File: config.mk
export PLATFORM = sky130hd
export DESIGN_NAME = ddr_wr_arbiter
export DESIGN_NICKNAME = d
export VERILOG_FILES = /design/src/rtl/ddr_wr_arbiter.sv
export SDC_FILE = /design/constraint.sdc
export NUM_CORES = 1
export LEC_CHECK = 0
export CORE_AREA = 2 2 347 349
export DETAILED_ROUTE_END_ITERATION = 8
export DIE_AREA = 0 0 349 351
export PLACE_DENSITY = 0.32
export SLEW_MARGIN = 25
export SYNTH_ARGS = -nofsm -noshare
export SYNTH_HDL_FRONTEND = slang
export SYNTH_SLANG_ARGS = --single-unit
export TNS_END_PERCENT = 5
File: constraint.sdc
create_clock -name ddr_clk_i -period 3 [get_ports ddr_clk_i]
set_input_delay 0.3 -clock ddr_clk_i [delete_from_list [all_inputs] [get_ports ddr_clk_i]]
set_output_delay 0.3 -clock ddr_clk_i [all_outputs]
set_load 0.005 [all_outputs]
File: src/rtl/ddr_wr_arbiter.sv
// rtl/ddr_wr_arbiter.sv - two-requester round-robin arbiter for the DDR write-port channel
// Optional watchdog: define DDR_WR_ARB_TIMEOUT_EN to abort a stalled burst after TIMEOUT_CYC idle cycles.
module ddr_wr_arbiter #(
    parameter int  ADDR_WIDTH    = 30,
    parameter int  MEM_DATA_BITS = 256,
    parameter int  TIMEOUT_CYC   = 4096,
    parameter real TCQ           = 0.1
) (
    input  logic                     ddr_clk_i,
    input  logic                     ddr_rst_n_i,
    input  logic                     s0_wr_ddr_req_i,
    input  logic [7:0]               s0_wr_ddr_len_i,
    input  logic [ADDR_WIDTH-1:0]    s0_wr_ddr_addr_i,
    output logic                     s0_ddr_fifo_rd_req_o,
    input  logic [MEM_DATA_BITS-1:0] s0_wr_ddr_data_i,
    output logic                     s0_wr_ddr_finish_o,
    input  logic                     s1_wr_ddr_req_i,
    input  logic [7:0]               s1_wr_ddr_len_i,
    input  logic [ADDR_WIDTH-1:0]    s1_wr_ddr_addr_i,
    output logic                     s1_ddr_fifo_rd_req_o,
    input  logic [MEM_DATA_BITS-1:0] s1_wr_ddr_data_i,
    output logic                     s1_wr_ddr_finish_o,
    output logic                     m_wr_ddr_req_o,
    output logic [7:0]               m_wr_ddr_len_o,
    output logic [ADDR_WIDTH-1:0]    m_wr_ddr_addr_o,
    input  logic                     m_ddr_fifo_rd_req_i,
    output logic [MEM_DATA_BITS-1:0] m_wr_ddr_data_o,
    input  logic                     m_wr_ddr_finish_i,
    output logic [1:0]               arb_grant_o,
    output logic                     arb_len_err_o,
    output logic                     arb_timeout_o
);

    typedef enum logic [1:0] {ST_IDLE, ST_BUSY, ST_RELEASE} state_t;

    state_t                  r_state;
    state_t                  w_next_state;
    logic [1:0]              r_grant;
    logic                    r_last_grant;
    logic                    r_m_req;
    logic [7:0]              r_len;
    logic [ADDR_WIDTH-1:0]   r_addr;
    logic [8:0]              r_beat_cnt;
    logic                    r_len_err;

    logic                    w_busy;
    logic                    w_fin;
    logic                    w_beat;
    logic [8:0]              w_beat_next;
    logic                    w_any_req;
    logic                    w_pick_s1;
    logic                    w_timeout;
    logic                    w_end;

    assign w_busy      = (r_state == ST_BUSY);
    assign w_fin       = w_busy & m_wr_ddr_finish_i;
    assign w_beat      = w_busy & m_ddr_fifo_rd_req_i;
    assign w_beat_next = (w_beat && (r_beat_cnt != 9'h1FF)) ? r_beat_cnt + 9'd1 : r_beat_cnt;
    assign w_any_req   = s0_wr_ddr_req_i | s1_wr_ddr_req_i;
    // On a tie, the requester not served last wins; r_last_grant=1 means s1 was last.
    assign w_pick_s1   = s1_wr_ddr_req_i & (~s0_wr_ddr_req_i | ~r_last_grant);

`ifdef DDR_WR_ARB_TIMEOUT_EN
    logic [15:0] r_to_cnt;

    always_ff @(posedge ddr_clk_i or negedge ddr_rst_n_i) begin
        if (!ddr_rst_n_i) begin
            r_to_cnt <= 16'd0;
        end else if (!w_busy || w_beat || m_wr_ddr_finish_i) begin
            r_to_cnt <= 16'd0;
        end else begin
            r_to_cnt <= r_to_cnt + 16'd1;
        end
    end

    assign w_timeout = w_busy & ~m_wr_ddr_finish_i & (r_to_cnt == 16'(TIMEOUT_CYC));
`else
    assign w_timeout = 1'b0;
`endif

    assign w_end = w_fin | w_timeout;

    always_comb begin
        w_next_state = r_state;
        case (r_state)
            ST_IDLE:    if (w_any_req) w_next_state = ST_BUSY;
            ST_BUSY:    if (w_end)     w_next_state = ST_RELEASE;
            ST_RELEASE: w_next_state = ST_IDLE;
            default:    w_next_state = ST_IDLE;
        endcase
    end

    always_ff @(posedge ddr_clk_i or negedge ddr_rst_n_i) begin
        if (!ddr_rst_n_i) begin
            r_state      <= ST_IDLE;
            r_grant      <= 2'b00;
            r_last_grant <= 1'b1;
            r_m_req      <= 1'b0;
            r_len        <= 8'd0;
            r_addr       <= '0;
            r_beat_cnt   <= 9'd0;
            r_len_err    <= 1'b0;
        end else begin
            r_state   <= w_next_state;
            r_len_err <= 1'b0;
            case (r_state)
                ST_IDLE: begin
                    if (w_any_req) begin
                        r_grant    <= w_pick_s1 ? 2'b10 : 2'b01;
                        r_len      <= w_pick_s1 ? s1_wr_ddr_len_i : s0_wr_ddr_len_i;
                        r_addr     <= w_pick_s1 ? s1_wr_ddr_addr_i : s0_wr_ddr_addr_i;
                        r_m_req    <= 1'b1;
                        r_beat_cnt <= 9'd0;
                    end
                end
                ST_BUSY: begin
                    r_beat_cnt <= w_beat_next;
                    if (w_end) begin
                        r_m_req      <= 1'b0;
                        r_last_grant <= r_grant[1];
                    end
                    // A beat landing in the finish cycle counts towards the total.
                    if (w_fin && (w_beat_next != {1'b0, r_len})) begin
                        r_len_err <= 1'b1;
                    end
                end
                ST_RELEASE: r_grant <= 2'b00;
                default:    r_grant <= 2'b00;
            endcase
        end
    end

    assign s0_ddr_fifo_rd_req_o = w_beat & r_grant[0];
    assign s1_ddr_fifo_rd_req_o = w_beat & r_grant[1];
    assign s0_wr_ddr_finish_o   = w_end & r_grant[0];
    assign s1_wr_ddr_finish_o   = w_end & r_grant[1];
    assign m_wr_ddr_data_o      = r_grant[0] ? s0_wr_ddr_data_i :
                                  r_grant[1] ? s1_wr_ddr_data_i : '0;
    assign m_wr_ddr_req_o       = r_m_req;
    assign m_wr_ddr_len_o       = r_len;
    assign m_wr_ddr_addr_o      = r_addr;
    assign arb_grant_o          = r_grant;
    assign arb_len_err_o        = r_len_err;
    assign arb_timeout_o        = w_timeout;

endmodule

==> reports/qor.yml, run 1 <==
io_buffers: 895
cts.sinks: 54
syn_inst: 560
route.detailed.vias_per_inst: 3.217
overflow: 0
synth_top_cell_area_share_pct: 44.92
vias: 9564
critPathKind: "register to register"
clk_pin_slew_ns: 0.08
rsz0062_at_grt: "no"
grt_max_degree: 109
die_w_um: 349
worstPathRequired_ns: 3.19
cp_data_arrival_time_ns: 3.04
grt_pass1_vias: 9398
cts_tree: "done"
ys_seq_area_share_pct: 26.99
fin_setup_tns_ns: 0
max_freq_mhz: 351.7
drive_above_1_share_pct: 3.315
cp_slowest_cell: "dfrtp_1"
gp_congestion: 0.8536
layout_setup_ws_ns: 0.1565
root_buffer: "clkbuf_16"
worstHoldPathType: "input port to asynchronous set/reset pin"
finalInstanceArea_mm2: 0.01625
pin_count: 897
yosysMostFrequentCell: "a22o_1"
die-area_mm2: 0.1225
antenna_found_initial: 109
synth-main-ff-cell: "dfrtp_1"
p_per_area_mw_per_mm2: 703.5
cp_top_family: "simple AND/OR/NAND/NOR gates"
crit_path_end_kind: "register"
drt.antenna.violating_nets: 0
syn-num-nets: 1156
cp-start-kind: "register"
drtIter0Drc: 784
hold_buffers: 0
timing.critical_path.mode_cell: "ha_1"
holdWs_ns: 0.1124
hold_viol_final: 0
slowest_delay_ns: 0.46
cts_buffers: 5
wl_per_cell_um: 29.63
maxCapViolations: 0
synth_cell_types: 41
post-route-period-util_pct: 94.78
worstPathMaxFanout: 6
worstMarginPinSlew_ns: 0.8882
yosysWarnings: 0
final_core_util_pct: 13.65
synthArstFlopShare_pct: 100.0
relSlewSlack_pct: 40.79
crit_chain: "ha_1 -> nand3_1 -> nor2_1 -> and3_1 -> ha_1 -> and4bb_1 -> nand2_1 -> o311a_1 -> or3_1 -> o31a_1"
placed_cell_area_mm2: 0.01602
cts_max_level: 2
final-setup-viol-count: 0
coreArea_mm2: 0.1190
fin_crit_ns: 2.844
syn_area_per_cell_um2: 8.948
grt_first_pass_wirelength_mm: 106.1
remaining_drc_errors: 0
first_pass_iters: 6
final_nets: 2013
area_growth_pct: 224.2
die_h_um: 351
initial_core_util_pct: 4.210
p_leak_nw: 5.926
hpwl_mm: 80.49
wl_mm: 88.08
clk_latency_ns: 0.31
grt_use_total_pct: 13.40
clk_path_buf_depth: 2
synth_area_leaders: "a22o_1 45%, dfrtp_1 26%, a222oi_1 7.6%"
netlist_area_mm2: 0.005011
status: "finished, final reports clean"
std_cell_rows: 127
synth_common_cells: "257 x a22o_1, 65 x clkbuf_1, 53 x dfrtp_1"
dp_slack_ns: 0.2044
crit_buf_inv: 0
vdd_drop_max_mv: 0.3090
synth-seq-cells: 54
synth_edf_count: 0
drv_slew: 0
synth_top_area_cell: "a22o_1"
skew_ns: 0.007120
-- report_power, final --
| group | internal (W) | switching (W) | leakage, nW |
|---|---|---|---|
| Sequential | 0.00105 | 0.000310 | 0.669 |
| Combinational | 0.00547 | 0.00389 | 5.17 |
| Clock | 0.000400 | 0.000305 | 0.0844 |
| Total | 0.00692 | 0.00451 | 5.93 |
-- through the flow --
step,std cells,power [W]
6_report,2973,0.01143
5_1_grt,2968,0.01221
4_1_cts,2966,0.01162
3_5_place_dp,2955,0.01077
3_3_place_gp,2954,0.01084
2_1_floorplan,560,0.004576
-- registers in the layout, summed over array words and instances (netlist names) --
| signal | count |
|---|---|
| arb_grant_o | 2 |
| m_wr_ddr_addr_o | 30 |
| r_beat_cnt | 9 |
| arb_len_err_o | 1 |
| r_last_grant | 1 |
| m_wr_ddr_req_o | 1 |
| r_state | 2 |
| m_wr_ddr_len_o | 8 |
-- worst paths after layout --
check,startpoint,to,slack (ns),cells after the start
setup / recovery,r_beat_cnt[0],arb_len_err_o,0.16,10
hold / removal,ddr_rst_n_i,m_wr_ddr_len_o[3],0.11,1
setup reg to reg,r_beat_cnt[0],arb_len_err_o,0.16,10
hold reg to reg,m_wr_ddr_req_o,m_wr_ddr_req_o,0.50,2
max in group asynchronous,ddr_rst_n_i,r_last_grant,1.99,2
min in group ddr_clk_i,m_wr_ddr_req_o,m_wr_ddr_req_o,0.50,2
-- cell type report --
type / count / area [um^2]
Antenna cell: 7 / 17.52
Clock buffer: 5 / 125.1
Clock inverter: 3 / 47.55
Fill cell: 13460 / 102800
Inverter: 43 / 161.4
Multi-Input combinational cell: 388 / 3242
Sequential cell: 54 / 1356
Tap cell: 1548 / 1937
Timing Repair Buffer: 925 / 9359
-- logic make-up after synthesis --
| logic type | share of synthesized area (%) |
|---|---|
| DFF | 26.99 |
| and+or+nand+nor | 5.094 |
| buffers and inverters | 9.013 |
| AOI/OAI and AO/OA | 56.10 |
| xor gates and xnor gates | 1.398 |
| muxes | 0.8240 |
| adders and majority gates | 0.4993 |
| other | 0.07483 |
-- per-layer routing --
layer,share of wire (%),GRT usage [%],vias up
met5,0.18,0,-
met4,1.7,0.9676,26
met3,9.6,4.759,200
met2,47,23.27,818
met1,41,16.43,4491
li1,-,-,4029
-- what timing repair did --
action,CTS,global route
buffers inserted,3,0
endpoints found under the hold margin,0,0
gates resized for setup,0,0
setup endpoints to repair,2,0
-- cells in the final DEF (no fill, tap or decap), types with 3 or more instances in the layout --
cell type and count:
clkdlybuf4s50_1 893, a22o_1 257, dfrtp_1 52, inv_1 43, a222oi_1 38, buf_4 17, nand2_1 14, buf_12 13
nor2_1 12, diode_2 7, a21oi_1 7, o21ai_0 6, xor2_1 6, nand3_1 5, and3_1 5, clkbuf_16 5
or3_1 3, mux2i_1 3
No activity file was read; power rests on OpenSTA's default activity.
==> run 2, diff against run 1 <==
Settings changed: HOLD_SLACK_MARGIN set to 0.15.
==> results of run 2 <==
Final layout, timing and power as in run 1 (identical DEF).
